[src/rtl/bridge_uart_frame_rx_if.sv]
// rtl/bridge_uart_frame_rx_if.sv - frame handoff handshake between UART frame receiver and bridge master
interface bridge_uart_frame_rx_if #(
  parameter int FRAME_BYTES = 3
) ();
  logic [8*FRAME_BYTES-1:0] frame_data;
  logic                     frame_valid;
  logic                     frame_ready;

  modport master (output frame_data, output frame_valid, input frame_ready);
  modport slave  (input frame_data, input frame_valid, output frame_ready);
endinterface

[src/rtl/bridge_uart_frame_rx.sv]
// rtl/bridge_uart_frame_rx.sv - 8N1 UART receiver assembling fixed-length frames for the bridge master
module bridge_uart_frame_rx #(
  parameter int CLKS_PER_BIT = 434,
  parameter int FRAME_BYTES  = 3,
  parameter int TIMEOUT_BITS = 20
) (
  input  logic                    clk,
  input  logic                    rstn,
  input  logic                    uart_rx,
  bridge_uart_frame_rx_if.master  frame,
  output logic                    busy,
  output logic                    frame_err,
  output logic                    timeout_err,
  output logic                    overrun
);
  localparam int CW       = $clog2(CLKS_PER_BIT);
  localparam int TO_LIMIT = TIMEOUT_BITS * CLKS_PER_BIT;
  localparam int IW       = $clog2(TO_LIMIT);
  localparam int BW       = (FRAME_BYTES > 1) ? $clog2(FRAME_BYTES) : 1;
  localparam logic [CW-1:0] HALF_LAST = CW'(CLKS_PER_BIT / 2 - 1);
  localparam logic [CW-1:0] FULL_LAST = CW'(CLKS_PER_BIT - 1);
  localparam logic [IW-1:0] IDLE_LAST = IW'(TO_LIMIT - 1);
  localparam logic [BW-1:0] SLOT_LAST = BW'(FRAME_BYTES - 1);

  typedef enum logic [2:0] {IDLE, START, DATA, STOP, RESYNC} state_t;

  state_t                   state, state_next;
  logic                     rx_meta, rxs;
  logic [CW-1:0]            cnt;
  logic [2:0]               bit_idx;
  logic [7:0]               shreg;
  logic [BW-1:0]            byte_idx;
  logic [IW-1:0]            idle_cnt;
  logic [8*FRAME_BYTES-1:0] part, assembled;
  logic                     cnt_clr, bit_sample, byte_ok, stop_bad;
  logic                     frame_done, buf_free, idle_run, idle_hit;

  always_comb begin
    state_next = state;
    cnt_clr    = 1'b0;
    bit_sample = 1'b0;
    byte_ok    = 1'b0;
    stop_bad   = 1'b0;
    case (state)
      IDLE: if (!rxs) begin
        state_next = START;
        cnt_clr    = 1'b1;
      end
      START: if (cnt == HALF_LAST) begin
        cnt_clr    = 1'b1;
        state_next = rxs ? IDLE : DATA;
      end
      DATA: if (cnt == FULL_LAST) begin
        cnt_clr    = 1'b1;
        bit_sample = 1'b1;
        if (bit_idx == 3'd7) state_next = STOP;
      end
      STOP: if (cnt == FULL_LAST) begin
        cnt_clr = 1'b1;
        if (rxs) begin
          byte_ok    = 1'b1;
          state_next = IDLE;
        end else begin
          stop_bad   = 1'b1;
          state_next = RESYNC;
        end
      end
      RESYNC: if (rxs) state_next = IDLE;
      default: state_next = IDLE;
    endcase
  end

  // The byte just completed is merged into its slot so a finishing frame loads in one edge.
  always_comb begin
    assembled = part;
    assembled[{byte_idx, 3'b000} +: 8] = shreg;
  end

  assign frame_done = byte_ok && (byte_idx == SLOT_LAST);
  assign buf_free   = !frame.frame_valid || frame.frame_ready;
  assign idle_run   = (state == IDLE) && (byte_idx != '0) && rxs;
  assign idle_hit   = idle_run && (idle_cnt == IDLE_LAST);
  assign busy       = (state != IDLE) || (byte_idx != '0);

  always_ff @(posedge clk) begin
    if (!rstn) begin
      rx_meta           <= 1'b1;
      rxs               <= 1'b1;
      state             <= IDLE;
      cnt               <= '0;
      bit_idx           <= '0;
      shreg             <= '0;
      byte_idx          <= '0;
      idle_cnt          <= '0;
      part              <= '0;
      frame.frame_data  <= '0;
      frame.frame_valid <= 1'b0;
      frame_err         <= 1'b0;
      timeout_err       <= 1'b0;
      overrun           <= 1'b0;
    end else begin
      rx_meta     <= uart_rx;
      rxs         <= rx_meta;
      state       <= state_next;
      frame_err   <= stop_bad;
      timeout_err <= 1'b0;
      overrun     <= 1'b0;

      if (cnt_clr || state == IDLE || state == RESYNC) cnt <= '0;
      else                                             cnt <= cnt + 1'b1;

      if (state == START)  bit_idx <= '0;
      else if (bit_sample) bit_idx <= bit_idx + 1'b1;

      if (bit_sample) shreg[bit_idx] <= rxs;

      if (idle_run && !idle_hit) idle_cnt <= idle_cnt + 1'b1;
      else                       idle_cnt <= '0;

      if (stop_bad) begin
        byte_idx <= '0;
      end else if (byte_ok) begin
        if (frame_done) begin
          byte_idx <= '0;
        end else begin
          part[{byte_idx, 3'b000} +: 8] <= shreg;
          byte_idx <= byte_idx + 1'b1;
        end
      end else if (idle_hit) begin
        timeout_err <= 1'b1;
        byte_idx    <= '0;
      end

      // A handshake in the completing cycle frees the buffer, so the new frame simply replaces it.
      if (frame_done && buf_free) begin
        frame.frame_data  <= assembled;
        frame.frame_valid <= 1'b1;
      end else if (frame_done) begin
        overrun <= 1'b1;
      end else if (frame.frame_valid && frame.frame_ready) begin
        frame.frame_valid <= 1'b0;
      end
    end
  end
endmodule

[src/flat_wrapper.sv]
// flat-port wrapper written by rule: the top's interface ports become plain ports
module bridge_uart_frame_rx_flat 
#(
  parameter int CLKS_PER_BIT = 434,
  parameter int FRAME_BYTES  = 3,
  parameter int TIMEOUT_BITS = 20
)
  (clk, rstn, uart_rx, busy, frame_err, timeout_err, overrun, frame_frame_data, frame_frame_valid, frame_frame_ready);
  bridge_uart_frame_rx_if #(.FRAME_BYTES(FRAME_BYTES)) frame_i ();
  input  logic clk;
  input  logic rstn;
  input  logic uart_rx;
  output logic busy;
  output logic frame_err;
  output logic timeout_err;
  output logic overrun;
  output wire logic [$bits(frame_i.frame_data)-1:0] frame_frame_data;
  output wire logic [$bits(frame_i.frame_valid)-1:0] frame_frame_valid;
  input wire logic [$bits(frame_i.frame_ready)-1:0] frame_frame_ready;
  assign frame_frame_data = frame_i.frame_data;
  assign frame_frame_valid = frame_i.frame_valid;
  assign frame_i.frame_ready = frame_frame_ready;
  bridge_uart_frame_rx #(.CLKS_PER_BIT(CLKS_PER_BIT), .FRAME_BYTES(FRAME_BYTES), .TIMEOUT_BITS(TIMEOUT_BITS)) u_core (.clk(clk), .rstn(rstn), .uart_rx(uart_rx), .frame(frame_i), .busy(busy), .frame_err(frame_err), .timeout_err(timeout_err), .overrun(overrun));
endmodule
[config.mk]
export PLATFORM = sky130hd
export DESIGN_NAME = bridge_uart_frame_rx_flat
export DESIGN_NICKNAME = d
export VERILOG_FILES = /design/src/rtl/bridge_uart_frame_rx_if.sv /design/src/rtl/bridge_uart_frame_rx.sv /design/src/flat_wrapper.sv
export SDC_FILE = /design/constraint.sdc
export NUM_CORES = 1
export LEC_CHECK = 0
export ABC_AREA = 0
export BUFFER_PORTS_ARGS = -buffer_cell sky130_fd_sc_hd__buf_2
export CORE_AREA = 2 2 75 91
export DETAILED_ROUTE_END_ITERATION = 12
export DIE_AREA = 0 0 77 93
export PLACE_DENSITY = 0.82
export SLEW_MARGIN = 15
export SYNTH_ARGS = -nofsm -noshare
export SYNTH_HDL_FRONTEND = slang
export SYNTH_SLANG_ARGS = --single-unit
[constraint.sdc]
create_clock -name clk -period 3.93 [get_ports clk]
set_clock_uncertainty 0.1 [all_clocks]
set_input_delay 0 -clock clk [delete_from_list [all_inputs] [get_ports clk]]
set_output_delay 0 -clock clk [all_outputs]
set_load 0.02 [all_outputs]
==> impl.org, run 1 <==
** Cells and area
- The number of antenna diodes in the final layout is 0.
- Area growth syn-to-layout :: 10.2%
- In the final layout, the share of cells above drive strength 1 is 0.133.
- Fill cells in the final layout number 558.
- Sequential cell area :: 1700 um^2
- Multi-input combinational cell area :: 1990 um^2
- With fillers left out, the area of the finished cells amounts to 4260 um^2.
- Number of nets in the final layout :: 468
- Leaving out filler cells and counting taps, the final layout contains 543.

** Floorplanning
- Area of the placeable core :: 6330 um^2
- For this configuration, the core starts out at a cell density of 0.611.
- Die area :: 7160 um^2
- Pin placement for this block handled 33 I/O pins.
- Y dimension of the die :: 93 um
- The floorplan has 32 rows.
- The die is 77 um wide.

** Worst setup path
- Of all nets on the critical path, the largest fanout is 18.
- The worst setup path is captured at a flop.
- Arrival time of data at the critical path endpoint :: 2.72 ns
- Kind of critical path :: reg2reg
- STA classifies the critical path startpoint as a flop.
- CP Data Required Time :: 4.10 ns

** Drt
- Routed length per instance :: 14.9 um
- Detailed Routing Iterations Pass 1 :: 4
- Number of nets with antenna violations after detailed routing :: 0
- Remaining DRCs :: 0
- Total via count after detailed routing :: 3171
- Per-cell via count in the routed design :: 5.84
- The routed design has 8.08 mm of wire.
- Initial drt markers :: 122

** Global route
- Entering global routing, the biggest net connects 47 pins.
- Global router's overall resource usage :: 0.236
- Residual overflow from global routing :: 0
- The number of antenna violations at the first check in global routing was 0.
- Via count of the first global-routing pass :: 2997
- The first global-routing pass estimated 13.5 mm of wire.

** STA
- Worst setup margin :: 1.38 ns
- Static timing analysis puts the maximum clock frequency at 392 MHz.
- After layout, the minimum clock period comes to 2.55 ns.
- Number of pins exceeding their max-slew limit in the final report :: 0
- Setup violations remaining at the end of the flow were counted as 0.
- In the finished design, the share of the clock period the worst path needs comes to 0.649.
- Setup_tns :: 0 ns
- RSZ-0062 raised after global routing :: false
- Headroom to the max-slew limit came out at 0.410.
- The count of endpoints failing hold in the final timing report came to 0.
- At the pin with the least slew margin, the transition time is 0.879 ns.

** Place
- Detailed placement ended at an HPWL of 5.40 mm.
- Pre-CTS WS :: 1.45 ns
- Once placement finished, the instance area stood at 4020 um^2.
- # port buffers :: 32
- Routability-driven placement finished with a final weighted congestion of 0.778.
- Counting tap cells, the placed design contains a total of 525 instances.

** Logic synthesis
- The number of nets handed over by synthesis was 447.
- Yosys mapped a number of flops with a built-in enable equal to 0.
- Flop and latch count out of synthesis :: 85
- Post-Syn Instances :: 433
- Sequential-to-total area share from yosys stat :: 0.440
- Synthesized cell area :: 3860 um^2
- Distinct cells, synth :: 49
- Syn. warnings :: 0
- Top flip-flop cell by instance count after synthesis :: sky130_fd_sc_hd__dfxtp_1
- Each instance of the synthesized netlist takes up on average 8.93 um^2.
- FFs w/ async S/R, synth :: 0

** Clocking
- Worst-skew pair later-pin latency :: 0.36 ns
- In this run, CTS created clock tree buffers numbering 9.
- The clock tree synthesis step divided the H-tree into 3 levels.
- TritonCTS built the clock tree.
- Clock slew at reported path FFs :: 0.08 ns
- Buffer cell driving the clock tree root :: sky130_fd_sc_hd__clkbuf_8
- The tree built by TritonCTS fans out to 85 sinks.
- Bufs on Longest Clock Path :: 2

** Power
- Static Leakage :: 1.45 nW
- The worst-case IR drop observed on VDD is 241 uV.
- Power Dens Cells :: 392 nW/um^2

** Worst hold path
- Worst hold-check path type :: in2reg

** Flow run
- Number of max-capacitance violations reported :: 0

** Status
- Run status :: finished, final reports clean
==> where the power goes <==
part | switching [W] | internal (W)
logic | 0.0000650 | 0.0000479
clock network | 0.000300 | 0.000355
registers | 0.0000303 | 0.000870
total | 0.000395 | 0.00127
==> registers in the layout (all words and copies together), names as in the netlist <==
name	flops
u_core.bit_idx	3
u_core.rxs	1
u_core.part	16
u_core.shreg	8
u_core.timeout_err	1
u_core.frame_err	1
u_core.cnt	9
u_core.frame.frame_data	24
u_core.byte_idx	2
u_core.idle_cnt	14
u_core.rx_meta	1
u_core.overrun	1
u_core.frame.frame_valid	1
u_core.state	3
==> synth_stat cells, types with 2 or more instances <==
master | number | share of area
sky130_fd_sc_hd__o211ai_1 | 5 | 0.0097
sky130_fd_sc_hd__nand2_1 | 25 | 0.024
sky130_fd_sc_hd__nand4b_1 | 2 | 0.0045
sky130_fd_sc_hd__nor2_1 | 49 | 0.048
sky130_fd_sc_hd__nor4bb_1 | 2 | 0.0052
sky130_fd_sc_hd__nand3_1 | 12 | 0.016
sky130_fd_sc_hd__nand3b_1 | 3 | 0.0058
sky130_fd_sc_hd__nand4_1 | 14 | 0.023
sky130_fd_sc_hd__nor4_1 | 4 | 0.0065
sky130_fd_sc_hd__mux2i_1 | 12 | 0.031
sky130_fd_sc_hd__o21ai_0 | 15 | 0.019
sky130_fd_sc_hd__o31ai_1 | 2 | 0.0039
sky130_fd_sc_hd__nor4_2 | 2 | 0.0065
sky130_fd_sc_hd__inv_1 | 11 | 0.011
sky130_fd_sc_hd__nor3_1 | 9 | 0.012
sky130_fd_sc_hd__nand2b_1 | 3 | 0.0049
sky130_fd_sc_hd__a211oi_1 | 16 | 0.031
sky130_fd_sc_hd__a311oi_1 | 9 | 0.020
sky130_fd_sc_hd__clkbuf_1 | 18 | 0.017
sky130_fd_sc_hd__nor2b_1 | 17 | 0.028
sky130_fd_sc_hd__a21oi_1 | 43 | 0.056
sky130_fd_sc_hd__and4b_1 | 3 | 0.0078
sky130_fd_sc_hd__ha_1 | 10 | 0.032
sky130_fd_sc_hd__or4_1 | 2 | 0.0039
sky130_fd_sc_hd__xnor2_1 | 15 | 0.034
sky130_fd_sc_hd__or3_1 | 10 | 0.016
sky130_fd_sc_hd__nor2_2 | 2 | 0.0032
sky130_fd_sc_hd__or4b_1 | 2 | 0.0052
sky130_fd_sc_hd__dfxtp_1 | 85 | 0.44
sky130_fd_sc_hd__buf_2 | 6 | 0.0078
sky130_fd_sc_hd__xor2_1 | 6 | 0.014
sky130_fd_sc_hd__and4bb_2 | 2 | 0.0065
==> final cells by class <==
cell class / instances / area share
Clock buffer: 11 / 0.0309
Clock inverter: 4 / 0.0173
Inverter: 12 / 0.0106
Multi-Input combinational cell: 308 / 0.467
Sequential cell: 85 / 0.400
Tap cell: 85 / 0.0250
Timing Repair Buffer: 38 / 0.0500
==> worst max-delay path: stages, from the launching register on <==
cell and delay (ns):
sky130_fd_sc_hd__dfxtp_1 0.69, sky130_fd_sc_hd__nand4b_1 0.38, sky130_fd_sc_hd__nor4_4 0.82, sky130_fd_sc_hd__a21oi_1 0.18, sky130_fd_sc_hd__a311oi_1 0.29
==> cell usage in the layout (no fill, tap or decap), types with 9 or more instances in the layout <==
cell	n
sky130_fd_sc_hd__dfxtp_1	85
sky130_fd_sc_hd__nor2_1	49
sky130_fd_sc_hd__a21oi_1	43
sky130_fd_sc_hd__buf_2	32
sky130_fd_sc_hd__nand2_1	25
sky130_fd_sc_hd__nor2b_1	17
sky130_fd_sc_hd__a211oi_1	16
sky130_fd_sc_hd__xnor2_1	15
sky130_fd_sc_hd__o21ai_0	15
sky130_fd_sc_hd__nand4_1	14
sky130_fd_sc_hd__nand3_1	12
sky130_fd_sc_hd__mux2i_1	12
sky130_fd_sc_hd__inv_1	11
sky130_fd_sc_hd__or3_1	10
sky130_fd_sc_hd__ha_1	10
sky130_fd_sc_hd__nor3_1	9
sky130_fd_sc_hd__a311oi_1	9
sky130_fd_sc_hd__clkbuf_8	9
==> path summary, 6_finish.rpt <==
path	from	end	slack, ns	cells past startpoint
max	u_core.state[0]$_SDFFE_PN0P_	u_core.frame.frame_data[14]$_SDFFE_PN0P_	1.38	4
min	frame_frame_ready	u_core.frame.frame_data[18]$_SDFFE_PN0P_	0.14	5
max reg2reg	u_core.state[0]$_SDFFE_PN0P_	u_core.frame.frame_data[14]$_SDFFE_PN0P_	1.38	4
min reg2reg	u_core.rx_meta$_SDFF_PN1_	u_core.rxs$_SDFF_PN1_	0.31	1
==> through the flow <==
stage | total power [W] | hold slack (ns) | utilization
floorplan | 0.00101 | 0.00147 | -
global placement | 0.00102 | 0.0802 | 0.636
detailed placement | 0.00103 | 0.0858 | 0.636
CTS | 0.00167 | 0.123 | 0.673
global route | 0.00172 | 0.136 | 0.673
finish | 0.00167 | 0.138 | 0.673
==> cell families after synthesis <==
family | count (synthesis) | synth area share
muxes | 12 | 0.0311
xor gates and xnor gates | 21 | 0.0476
adders and majority gates | 10 | 0.0324
AOI/OAI and AO/OA | 94 | 0.151
and+or+nand+nor | 171 | 0.250
DFF | 85 | 0.440
buffers and inverters | 40 | 0.0479
==> routing by layer <==
layer  wire length [um]  share of wire  GRT usage
met5                  0              0          0
met4                134          0.017      0.104
met3                264          0.033     0.0541
met2               4190           0.52      0.425
met1               3490           0.43      0.267
==> timing repair <==
item / in CTS / in global routing
setup buffers: 0 / 0
hold buffers: 3 / 0
hold endpoints to repair: 13 / 0
gates resized for setup: 0 / 0
(Power assumes the default switching activity.)
==> inputs of run 2 (changes only) <==
- CORE_AREA: 2 2 75 91 -> 2 2 81 99
- DIE_AREA: 0 0 77 93 -> 0 0 83 101
- PLACE_DENSITY: 0.82 -> 0.74
- clock period: 3.93 -> 2.1 ns (I/O delays scaled with it)
==> run 2 against run 1 <==
Against the previous run:
- combinational power increased by 140%
- worst hold slack got worse by 0.12 ns
- utilization decreased by 6.6 points
- flip-flop and latch count unchanged
- sequential power increased by 83%
- fmax increased by 26%
- cell area increased by 6.7%
- critical path depth increased by 1
- die area increased by 17%
- power increased by 94%
- highest routed layer unchanged
==> impl.org, run 2 (same netlist as run 1, synthesis figures left out) <==
** Floorplanning
- Placement row count :: 35
- Measured along the y axis, the die boundary spans 101 um.
- I/O pins :: 33
- The core region is 7490 um^2.
- The die is 83 um wide.
- For this configuration, the core starts out at a cell density of 0.516.
- The die covers 8380 um^2.

** Global route
- Initial antenna violation count :: 0
- First-pass GRT wire length :: 13.9 mm
- In the global route stage, overall resource usage came out at 0.206.
- For this run the aggregate overflow at the end of global routing stands at 0.
- Entering global routing, the biggest net connects 44 pins.
- The via count of the first global-routing pass is 2963.

** Drt
- Total via count after detailed routing :: 3243
- In the detailed route, the total length drawn on met3 is 299 um.
- Met1 wire length :: 3.64 mm
- For this run, design rule violations remaining after detail routing come to 0.
- Routed signal wires occupy layers up through met4.
- After detailed routing, the met2 layer carries 4.12 mm of wire.
- Dividing the detail-routed via count by the number of cells gives 5.61.
- Detailed Routing Iterations Pass 1 :: 4
- Routed length per instance :: 14.3 um
- In this run, the number of DRC markers left after iteration 0 of detailed routing was 139.
- Number of nets with antenna violations after detailed routing :: 0
- For this block, the routed nets add up to 8.27 mm of wire.

** Place
- Cell count after placement :: 559
- Before CTS, the worst setup slack after placement is 0.0749 ns.
- The wire-length estimate of the detail-placed layout is 5.62 mm.
- # port buffers :: 32
- At the end of routability-driven placement, the weighted congestion stood at 0.804.
- Placed inst area :: 4260 um^2

** Flow run
- Across the run, the number of max-cap violations was 0.

** Worst setup path
- Worst Reg2Reg Path Length in Cells :: 5
- Levels on crit path :: 5
- The worst setup path is of the reg2reg kind.
- Critical path's largest stage delay :: 0.55 ns
- Reg-to-reg critical path endpoint :: u_core.idle_cnt[6]$_SDFF_PN0_
- CP Data Required Time :: 2.26 ns
- Peak fanout along the critical path :: 14
- The cell family contributing the most delay on the critical path is simple AND/OR/NAND/NOR gates.
- Startpoint kind of the worst setup timing path :: flop
- The number of buffers and inverters on the critical path is 1.
- Among all stages on the critical path, the largest delay is contributed by sky130_fd_sc_hd__or4b_1.
- STA puts the critical path data arrival time at 2.18 ns.
- The signal on the critical path passes through or4b_1, or4_4, or3b_1, buf_12, nor2_1.
- STA classifies the critical path endpoint as a flop.
- Beginning of the worst register-to-register path :: u_core.idle_cnt[3]$_SDFF_PN0_
- For flop-to-flop paths, the worst setup slack is 0.08 ns.

** Cells and area
- Once layout is complete, the cells apart from fillers number 578.
- u_core.frame.frame_data holds more flip-flops than any other register.
- Area growth syn-to-layout :: 17.5%
- The net count of the finished layout is 495.
- After routing the design area is 4540 um^2.
- Largest register FFs :: 24
- The largest registers in the layout are u_core.frame.frame_data x24, u_core.part x16, u_core.idle_cnt x14.
- Leaving out fill and tap cells, the most frequent cell in the layout is sky130_fd_sc_hd__dfxtp_1.
- Of the cells placed in the final design, the portion with a size suffix greater than 1 is 0.191.
- Leaving out fill and tap cells, the most frequent cells in the layout are sky130_fd_sc_hd__dfxtp_1, sky130_fd_sc_hd__nor2_1, sky130_fd_sc_hd__a21oi_1.
- The repair_antennas step left the layout with diodes totalling 0.

** Clocking
- Setup Fix Bufs, Post-CTS :: 0
- The clock net in this run drives a total of 85 sinks.
- TritonCTS built the clock tree.
- In this run the deepest clock path goes through 2 buffers.
- Worst-skew pair later-pin latency :: 0.36 ns
- Number of levels in the clock H-tree :: 3
- TritonCTS created 9 clock buffers.
- The cell sitting at the root of the clock tree is a sky130_fd_sc_hd__clkbuf_8.
- Clock-pin slew was measured on the worst setup and hold paths at 0.09 ns.

** STA
- Number of failing hold endpoints at the final stage :: 0
- Pin slew with the least headroom to its limit :: 0.606 ns
- Static timing analysis puts the maximum clock frequency at 494 MHz.
- Period utilization :: 0.964
- Post-Route Hold Slack :: 0.0226 ns
- RSZ-0062 raised after global routing :: true
- The number of slew-limit violations in the final report was 0.
- Minimum clock period :: 2.02 ns
- Worst setup margin :: 0.0760 ns
- Setup violations, final :: 0
- Worst slew margin :: 0.595

** Power
- In this run the power density over the cells is 712 nW/um^2.
- Static Leakage :: 1.61 nW
- Worst IR Drop VDD :: 588 uV

** Worst hold path
- The worst hold path terminates at u_core.frame.frame_data[21]$_SDFFE_PN0P_.
- Min-delay src :: frame_frame_ready
- Cell depth of the worst hold path :: 4
- Worst hold-check path type :: in2reg

** Status
- Run status :: finished, final reports clean
[run 2: how the worst max path moves through the flow]
stage	start	end	slack, ns
after global placement	u_core.cnt[0]$_SDFF_PP0_	u_core.cnt[3]$_SDFF_PP0_	0.13
after detailed placement	u_core.cnt[0]$_SDFF_PP0_	u_core.cnt[4]$_SDFF_PP0_	0.07
final	u_core.idle_cnt[3]$_SDFF_PN0_	u_core.idle_cnt[6]$_SDFF_PN0_	0.08
after floorplan	u_core.byte_idx[0]$_SDFFE_PP0P_	u_core.frame.frame_data[0]$_SDFFE_PN0P_	0.06
after CTS	u_core.byte_idx[1]$_SDFFE_PP0P_	u_core.frame.frame_data[0]$_SDFFE_PN0P_	0.06
after global routing	u_core.byte_idx[1]$_SDFFE_PP0P_	u_core.frame.frame_data[1]$_SDFFE_PN0P_	-0.06
[run 2: per-layer routing]
metal,vias to the layer above,track usage
met5,-,0
met4,0,0.106
met3,15,0.0377
met2,56,0.342
met1,1522,0.256
li1,1650,-
[run 2: area by class of cell]
| class | instances | area [um^2] |
|---|---|---|
| timing repair buffer | 65 | 444 |
| inverter | 12 | 45.0 |
| sequential | 85 | 1700 |
| clock buffer | 10 | 138 |
| clock inverter | 6 | 93.8 |
| tap | 92 | 115 |
| fill | 646 | 2950 |
| multi-input combinational | 308 | 2000 |
[run 2: worst min-delay path: stages]
cell	delay, ns
sky130_fd_sc_hd__buf_2	0.08
sky130_fd_sc_hd__nor2b_1	0.12
sky130_fd_sc_hd__o21ai_0	0.19
sky130_fd_sc_hd__a21oi_1	0.06
[run 2: power by group]
group | switching [W] | internal (W) | total (W)
logic | 0.000161 | 0.000109 | 0.000270
registers | 0.0000209 | 0.00163 | 0.00165
clock network | 0.000604 | 0.000710 | 0.00131
[run 2: repair_timing]
| action | in CTS | in global routing |
|---|---|---|
| hold endpoints to repair | 4 | 0 |
| gates resized for setup | 0 | 4 |
| endpoints found under the setup margin | 0 | 24 |
| hold buffers | 3 | 0 |
[run 2: per-stage QoR]
step,TNS [ns],total power (W),utilization
global route,-0.454,0.00335,0.607
finish,0,0.00323,0.607
CTS,0,0.00325,0.604
detailed placement,0,0.00194,0.569
global placement,0,0.00194,0.569
floorplan,0,0.00188,-
